File: src/rtl/pci_bus_arbiter.sv
// Four-master PCI bus arbiter with round-robin selection, bus parking,
// a one-cycle idle gap between different grantees, and grant timeout.
module pci_bus_arbiter #(
    parameter int PARK_MASTER = 0,
    parameter int GNT_TIMEOUT = 16
) (
    input  logic       clk,
    input  logic       r,
    input  logic [3:0] req_n,
    input  logic       frame,
    input  logic       irdy,
    output logic [3:0] gnt_n,
    output logic [1:0] owner,
    output logic       bus_busy,
    output logic       timeout_pulse
);

    typedef enum logic [1:0] {PARK, GRANT, BUSY, GAP} state_e;

    localparam logic [1:0] PARK_IDX = 2'(PARK_MASTER);
    localparam logic [4:0] TO_LAST  = 5'(GNT_TIMEOUT - 1);

    state_e     state_q, state_d;
    logic [1:0] owner_q, owner_d;
    logic [1:0] last_owner_q, last_owner_d;
    logic [1:0] next_owner_q, next_owner_d;
    logic       park_q, park_d;
    logic [4:0] cnt_q, cnt_d;
    logic [3:0] gnt_n_q, gnt_n_d;
    logic       bus_busy_q, bus_busy_d;
    logic       timeout_q, timeout_d;
    logic       rearb;
    logic [2:0] park_pick, rb_pick;

    // Returns {found, index}; search order is last+1, last+2, last+3, last.
    function automatic logic [2:0] rr_pick(input logic [1:0] last, input logic [3:0] rq_n);
        logic [2:0] res;
        logic [1:0] idx;
        res = 3'b000;
        for (int k = 4; k >= 1; k--) begin
            idx = last + 2'(k);
            if (!rq_n[idx]) res = {1'b1, idx};
        end
        return res;
    endfunction

    always_comb begin
        park_pick    = rr_pick(last_owner_q, req_n);
        rb_pick      = rr_pick(owner_q, req_n);
        state_d      = state_q;
        owner_d      = owner_q;
        last_owner_d = last_owner_q;
        next_owner_d = next_owner_q;
        park_d       = park_q;
        cnt_d        = cnt_q;
        timeout_d    = 1'b0;
        rearb        = 1'b0;

        case (state_q)
            PARK: begin
                if (park_pick[2]) begin
                    if (park_pick[1:0] == owner_q) begin
                        state_d = GRANT;
                        cnt_d   = '0;
                    end else begin
                        state_d      = GAP;
                        next_owner_d = park_pick[1:0];
                    end
                end else begin
                    owner_d = PARK_IDX;
                end
            end
            GAP: begin
                if (park_q) begin
                    state_d = PARK;
                    owner_d = PARK_IDX;
                    park_d  = 1'b0;
                end else begin
                    state_d = GRANT;
                    owner_d = next_owner_q;
                    cnt_d   = '0;
                end
            end
            GRANT: begin
                // A started transaction wins over withdrawal and timeout.
                if (!frame) begin
                    state_d = BUSY;
                end else if (req_n[owner_q]) begin
                    rearb = 1'b1;
                end else if (cnt_q == TO_LAST) begin
                    rearb     = 1'b1;
                    timeout_d = 1'b1;
                end else begin
                    cnt_d = cnt_q + 5'd1;
                end
            end
            BUSY: begin
                if (frame && irdy) rearb = 1'b1;
            end
            default: state_d = PARK;
        endcase

        // Searching from the owner just served puts that owner last in line.
        if (rearb) begin
            last_owner_d = owner_q;
            if (rb_pick[2]) begin
                if (rb_pick[1:0] == owner_q) begin
                    state_d = GRANT;
                    cnt_d   = '0;
                end else begin
                    state_d      = GAP;
                    next_owner_d = rb_pick[1:0];
                end
            end else if (owner_q == PARK_IDX) begin
                state_d = PARK;
            end else begin
                state_d = GAP;
                park_d  = 1'b1;
            end
        end

        gnt_n_d    = (state_d == GAP) ? 4'b1111 : ~(4'b0001 << owner_d);
        bus_busy_d = (state_d == BUSY);
    end

    always_ff @(posedge clk) begin
        if (r) begin
            state_q      <= PARK;
            owner_q      <= PARK_IDX;
            last_owner_q <= 2'd3;
            next_owner_q <= 2'd0;
            park_q       <= 1'b0;
            cnt_q        <= '0;
            gnt_n_q      <= 4'b1111;
            bus_busy_q   <= 1'b0;
            timeout_q    <= 1'b0;
        end else begin
            state_q      <= state_d;
            owner_q      <= owner_d;
            last_owner_q <= last_owner_d;
            next_owner_q <= next_owner_d;
            park_q       <= park_d;
            cnt_q        <= cnt_d;
            gnt_n_q      <= gnt_n_d;
            bus_busy_q   <= bus_busy_d;
            timeout_q    <= timeout_d;
        end
    end

    assign gnt_n         = gnt_n_q;
    assign owner         = owner_q;
    assign bus_busy      = bus_busy_q;
    assign timeout_pulse = timeout_q;

endmodule

File: config.mk
export PLATFORM = sky130hd
export DESIGN_NAME = pci_bus_arbiter
export DESIGN_NICKNAME = d
export VERILOG_FILES = /design/src/rtl/pci_bus_arbiter.sv
export SDC_FILE = /design/constraint.sdc
export NUM_CORES = 1
export LEC_CHECK = 0
export BUFFER_PORTS_ARGS = -buffer_cell sky130_fd_sc_hd__buf_2
export CAP_MARGIN = 20
export CORE_MARGIN = 2
export CORE_UTILIZATION = 40
export CTS_CLUSTER_SIZE = 24
export DETAILED_ROUTE_END_ITERATION = 8
export PLACE_DENSITY_LB_ADDON = 0.15
export SYNTH_ARGS = -nofsm -noshare
export SYNTH_HDL_FRONTEND = slang
export SYNTH_SLANG_ARGS = --single-unit
File: constraint.sdc
create_clock -name clk -period 3 [get_ports clk]
set_input_delay 0.45 -clock clk [delete_from_list [all_inputs] [get_ports clk]]
set_output_delay 0.45 -clock clk [all_outputs]
set_load 0.02 [all_outputs]
==> flow_summary.ini, run 1 <==
[clock_network]
cts_setup_buffers = 0
clk_pin_slew_ns = 0.08
cts_buffers = 3
clock-sinks = 20
cts-htree-levels = 1
clockRootBuffer = clkbuf_8
cts_tree = built
cts_resized = 0
cts.path.max_buffers = 2
ctsHoldBuffers = 0
clk_latency_ns = 0.26

[grt]
grt_pass1_vias = 1376
antenna_found_initial = 0
grt_max_degree = 15
grt_pass1_wl_um = 6220
gr-total-overflow = 0
track_usage_pct = 18.1

[run]
maxCapViolCount = 0

[setup_path]
end_kind = flip-flop
rr_startpoint = owner[0]
required_ns = 3.13
startpoint_type = flip-flop
cp_data_arrival_time_ns = 2.72
cp_max_fo = 12
setup.worst_path.start = owner[0]
worstSetupPathType = reg -> reg

[layout]
fillers = 364
drive_gt1_share_pct = 17.1
insertedDiodeCount = 0
final_nets = 215
area_growth_pct = 9.70

[timing]
post-route-min-period_ns = 2.58
tightestPinTransition_ns = 0.529
timing.fmax_mhz = 387
skew_ns = 0.00417
maxSlewViolCount = 0
final-hold-violation-count = 0
tns_ns = 0
finalSetupViolations = 0
period_share_pct = 86.2
slew-limit-headroom_pct = 64.7
rsz0062_at_grt = no

[detailed_routing]
wl_per_cell_um = 14.7
drc = 0
routed_via_density = 5.83
detail-route-antenna-nets = 0
dr.pass1.iters = 4
wl_um = 3630
vias = 1439
initialDrtViolationCount = 80

[die]
die_area_sq_mm = 0.00435
io_pins = 16
die_w_um = 66.0
die_h_um = 66.0
core_area_sq_mm = 0.00369
start_util_pct = 41.6
rows = 22

[power]
p_total_w = 0.00111
vdd_drop_max_mv = 0.260
power_leakage_nw = 0.640
p_per_area_mw_per_mm2 = 657

[placed_design]
place_congestion = 0.887
hpwl_um = 2760
port_buffers = 15

[synth]
synth_top_area_cell = dfxtp_1
synthTopCellsByArea = dfxtp_1 (26%), ha_1 (5.7%), nor2_1 (3.9%), a21oi_1 (2.9%), a211oi_1 (2.9%)
synthCells = 188
async_flop_share_pct = 0
synth_cell_type_count = 57
ys_ff_latch = 20
synthFlopType = dfxtp_1
seq_area_frac_synth_pct = 26.1
synthDominantCellAreaShare_pct = 26.1
synth_fp_nets = 203
yosys_warnings = 0
synthTopCellsByCount = dfxtp_1 (20), nor2_1 (16), inv_1 (11), nand2_1 (11), a21oi_1 (9)
synth.cell_area_sq_mm = 0.00154
synth.most_common_cell = dfxtp_1
syn_area_per_cell_sq_um = 8.17
synth_edf_count = 0

[outcome]
status = finished, final reports clean

[min_path]
min_path_type = reg -> reg
min-delay-start = cnt_q[4]
## cell type report
cell class	count	area (sq um)	share of cell area (%)
inverter	12	45.0	2.67
timing repair buffer	16	82.6	4.90
clock buffer	4	55.1	3.27
tap	48	60.1	3.57
multi-input combinational	147	1040	61.8
sequential	20	400	23.8
## cell usage in the layout (no fill, tap or decap), types with 3 or more instances in the layout
cell type,netlist,layout
ha_1,7,7
nor2b_1,5,5
nor3_1,4,4
nor3b_1,3,3
and2_1,6,6
o211ai_1,4,4
dfxtp_1,20,20
a21o_1,3,3
o21bai_1,3,3
nand4_1,4,4
a22oi_1,5,5
a21oi_1,9,9
nand2_1,11,11
nand2b_1,6,6
a211oi_1,6,6
clkbuf_8,0,4
nor2_1,16,16
mux2_2,3,3
buf_2,5,15
nand3_1,7,7
inv_1,11,11
o31ai_1,3,3
o21ai_0,4,4
## power by group
group / switching, W / internal (W) / leakage [nW]
registers: 0.0000352 / 0.000303 / 0.163
clock network: 0.0000929 / 0.000117 / 0.0288
logic: 0.000337 / 0.000221 / 0.448
total: 0.000465 / 0.000641 / 0.640
## registers in the layout (all words and copies together), names as in the netlist
name	flops
cnt_q	5
bus_busy	1
last_owner_q	2
next_owner_q	2
state_q	2
park_q	1
timeout_pulse	1
owner	2
gnt_n	4
## critical path: stages, from the launching register on
cell      delay [ns]
dfxtp_1         0.58
inv_2           0.18
ha_1            0.43
a211oi_1        0.35
o311ai_1        0.17
o41a_1          0.36
a211oi_2        0.26
nand3_1         0.11
## cell families after synthesis
| logic type | count (synthesis) | synth area share, % |
|---|---|---|
| xor gates and xnor gates | 1 | 0.571 |
| DFF | 20 | 26.1 |
| buffers and inverters | 21 | 6.11 |
| adders and majority gates | 7 | 5.70 |
| and+or+nand+nor | 72 | 25.6 |
| AOI/OAI and AO/OA | 61 | 31.0 |
| muxes | 6 | 4.97 |
## path summary, 6_finish.rpt
kind                        end  slack [ns]  cells past startpoint
setup / recovery       gnt_n[0]        0.42                      7
hold / removal    timeout_pulse        0.46                      1
setup reg to reg       gnt_n[0]        0.42                      7
hold reg to reg   timeout_pulse        0.46                      1
## layer usage
| metal | global-route usage (%) | wire, um |
|---|---|---|
| met4 | 5.87 | 40 |
| met1 | 24.9 | 1850 |
| met3 | 2.39 | 89 |
| met2 | 29.0 | 1650 |
| met5 | 0 | 0 |
## per-stage QoR
| step | area [sq um] | hold WS [ns] | utilization [%] | instances | setup slack, ns |
|---|---|---|---|---|---|
| 2_1_floorplan | 1540 | 0.416 | - | 188 | 0.528 |
| 3_3_place_gp | 1630 | 0.444 | 44.2 | 243 | 0.576 |
| 3_5_place_dp | 1630 | 0.460 | 44.2 | 243 | 0.419 |
| 4_1_cts | 1680 | 0.472 | 45.7 | 247 | 0.425 |
| 5_1_grt | 1680 | 0.490 | 45.7 | 247 | 0.210 |
| 6_report | 1680 | 0.462 | 45.7 | 247 | 0.415 |
Power figures use the tool's default switching activity.
==> inputs of run 2 (changes only) <==
- PLACE_DENSITY: unset -> 0.67
- PLACE_DENSITY_LB_ADDON: 0.15 -> unset
==> flow_summary.ini, run 2 (synthesis gave the netlist of run 1 again) <==
[detailed_routing]
routed_via_density = 5.83
initialDrtViolationCount = 126
met1_length_um = 1870
wl_met2_um = 1580
top_layer = met3
detail-route-antenna-nets = 0
wl_um = 3600
wl_per_cell_um = 14.6
drc = 0
wl_met3_um = 149
vias = 1434
dr.pass1.iters = 4

[clock_network]
cts.path.max_buffers = 2
clk_latency_ns = 0.26
cts_resized = 0
cts_setup_buffers = 0
clock-sinks = 20
clockRootBuffer = clkbuf_8
cts-htree-levels = 1
cts_buffers = 3
clk_pin_slew_ns = 0.07
ctsHoldBuffers = 0
cts_tree = built

[timing]
timing.fmax_mhz = 386
slew-limit-headroom_pct = 67.5
skew_ns = 0.00216
rsz0062_at_grt = no
maxSlewViolCount = 0
final-hold-violation-count = 0
period_share_pct = 86.3
finalSetupViolations = 0
tns_ns = 0
tightestPinTransition_ns = 0.481
post-route-min-period_ns = 2.59

[power]
power_leakage_nw = 0.641
swShare_pct = 39.7
p_int_w = 0.000702
p_clk_share_pct = 23.1
p_switching_w = 0.000461
combPwrFrac_pct = 47.6
seqPwrFrac_pct = 29.3
vdd_drop_max_mv = 0.324
p_per_area_mw_per_mm2 = 687

[grt]
antenna_found_initial = 0
grt_pass1_wl_um = 6100
grt_pass1_vias = 1253
grt_max_degree = 15
gr-total-overflow = 0
track_usage_pct = 18.0

[setup_path]
worst-path-buf-inv = 1
required_ns = 3.18
end_kind = flip-flop
r2r_cells = 7
worst-path-stages = 7
rr_startpoint = owner[0]
crit_path_top_delay_cell = dfxtp_1
crit_family = compound AO/OA/AOI/OAI gates
cp_max_fo = 12
path_cells = inv_2, ha_1, a211oi_1, o311ai_1, o31ai_1, or4b_1, o31ai_2
slowest_delay_ns = 0.59
cp_data_arrival_time_ns = 2.77
worstSetupPathType = reg -> reg
startpoint_type = flip-flop
setup.worst_path.start = owner[0]

[die]
die_area_sq_mm = 0.00435
die_h_um = 66.0
die_w_um = 66.0
core_area_sq_mm = 0.00369
rows = 22
io_pins = 16
start_util_pct = 41.6

[layout]
final_nets = 214
fillers = 367
area_growth_pct = 10.3
insertedDiodeCount = 0
post-route-util_pct = 45.9
drive_gt1_share_pct = 16.7
final_cell_mix = dfxtp_1 (20), nor2_1 (16), buf_2 (15)
stdcell_count = 246
largest_reg_flops = 5
layout_commonest_cell = dfxtp_1
regMostFlops = cnt_q

[placed_design]
place_congestion = 0.914
port_buffers = 15
dp_cells = 242
hpwl_um = 2760

[min_path]
holdPathStages = 1
min_path_type = reg -> reg
min-delay-start = cnt_q[4]

[outcome]
status = finished, final reports clean

[run]
maxCapViolCount = 0
[run 2: cell count changes in the layout (fill, tap and decap cells not counted), sizes merged]
cell	delta
clkbuf	-1
bufinv	+1
buf	-1
[run 2: worst register-to-register path: stages (launching register included)]
cell	delay (ns)
dfxtp_1	0.59
inv_2	0.19
ha_1	0.45
a211oi_1	0.09
o311ai_1	0.44
o31ai_1	0.17
or4b_1	0.51
o31ai_2	0.07
[run 2: power by group through the flow]
| stage | Sequential (W) | Combinational (W) | Clock (W) |
|---|---|---|---|
| after global placement | 0.000347 | 0.000545 | 0 |
| after CTS | 0.000340 | 0.000548 | 0.000276 |
| after detailed placement | 0.000346 | 0.000546 | 0 |
| after global routing | 0.000347 | 0.000619 | 0.000287 |
| final | 0.000341 | 0.000554 | 0.000268 |
| after floorplan | 0.000350 | 0.000425 | 0 |
[run 2: area by class of cell]
| cell class | instances | area [sq um] | area share (%) |
|---|---|---|---|
| Clock inverter | 1 | 30.0 | 1.77 |
| Multi-Input combinational cell | 147 | 1040 | 61.5 |
| Timing Repair Buffer | 15 | 75.1 | 4.43 |
| Clock buffer | 3 | 41.3 | 2.44 |
| Tap cell | 48 | 60.1 | 3.55 |
| Inverter | 12 | 45.0 | 2.66 |
| Sequential cell | 20 | 400 | 23.7 |
[run 2: metal layers]
layer | vias up | global-route usage (%)
li1 | 732 | -
met1 | 671 | 27.8
met2 | 31 | 26.0
met3 | 0 | 3.24
met4 | 0 | 3.06
met5 | - | 0
[run 2: worst paths after layout]
check / endpoint / slack [ns]
setup / recovery: next_owner_q[1] / 0.41
setup reg to reg: next_owner_q[1] / 0.41
hold / removal: timeout_pulse / 0.46
hold reg to reg: timeout_pulse / 0.46
[run 2: stage by stage]
step	hold WS [ns]	instance area [sq um]	total power (W)	setup WS (ns)
after global placement	0.450	1620	0.000892	0.483
after detailed placement	0.442	1620	0.000891	0.443
final	0.458	1690	0.00116	0.412
after CTS	0.454	1690	0.00116	0.430
after floorplan	0.416	1540	0.000774	0.528
after global routing	0.457	1690	0.00125	0.253
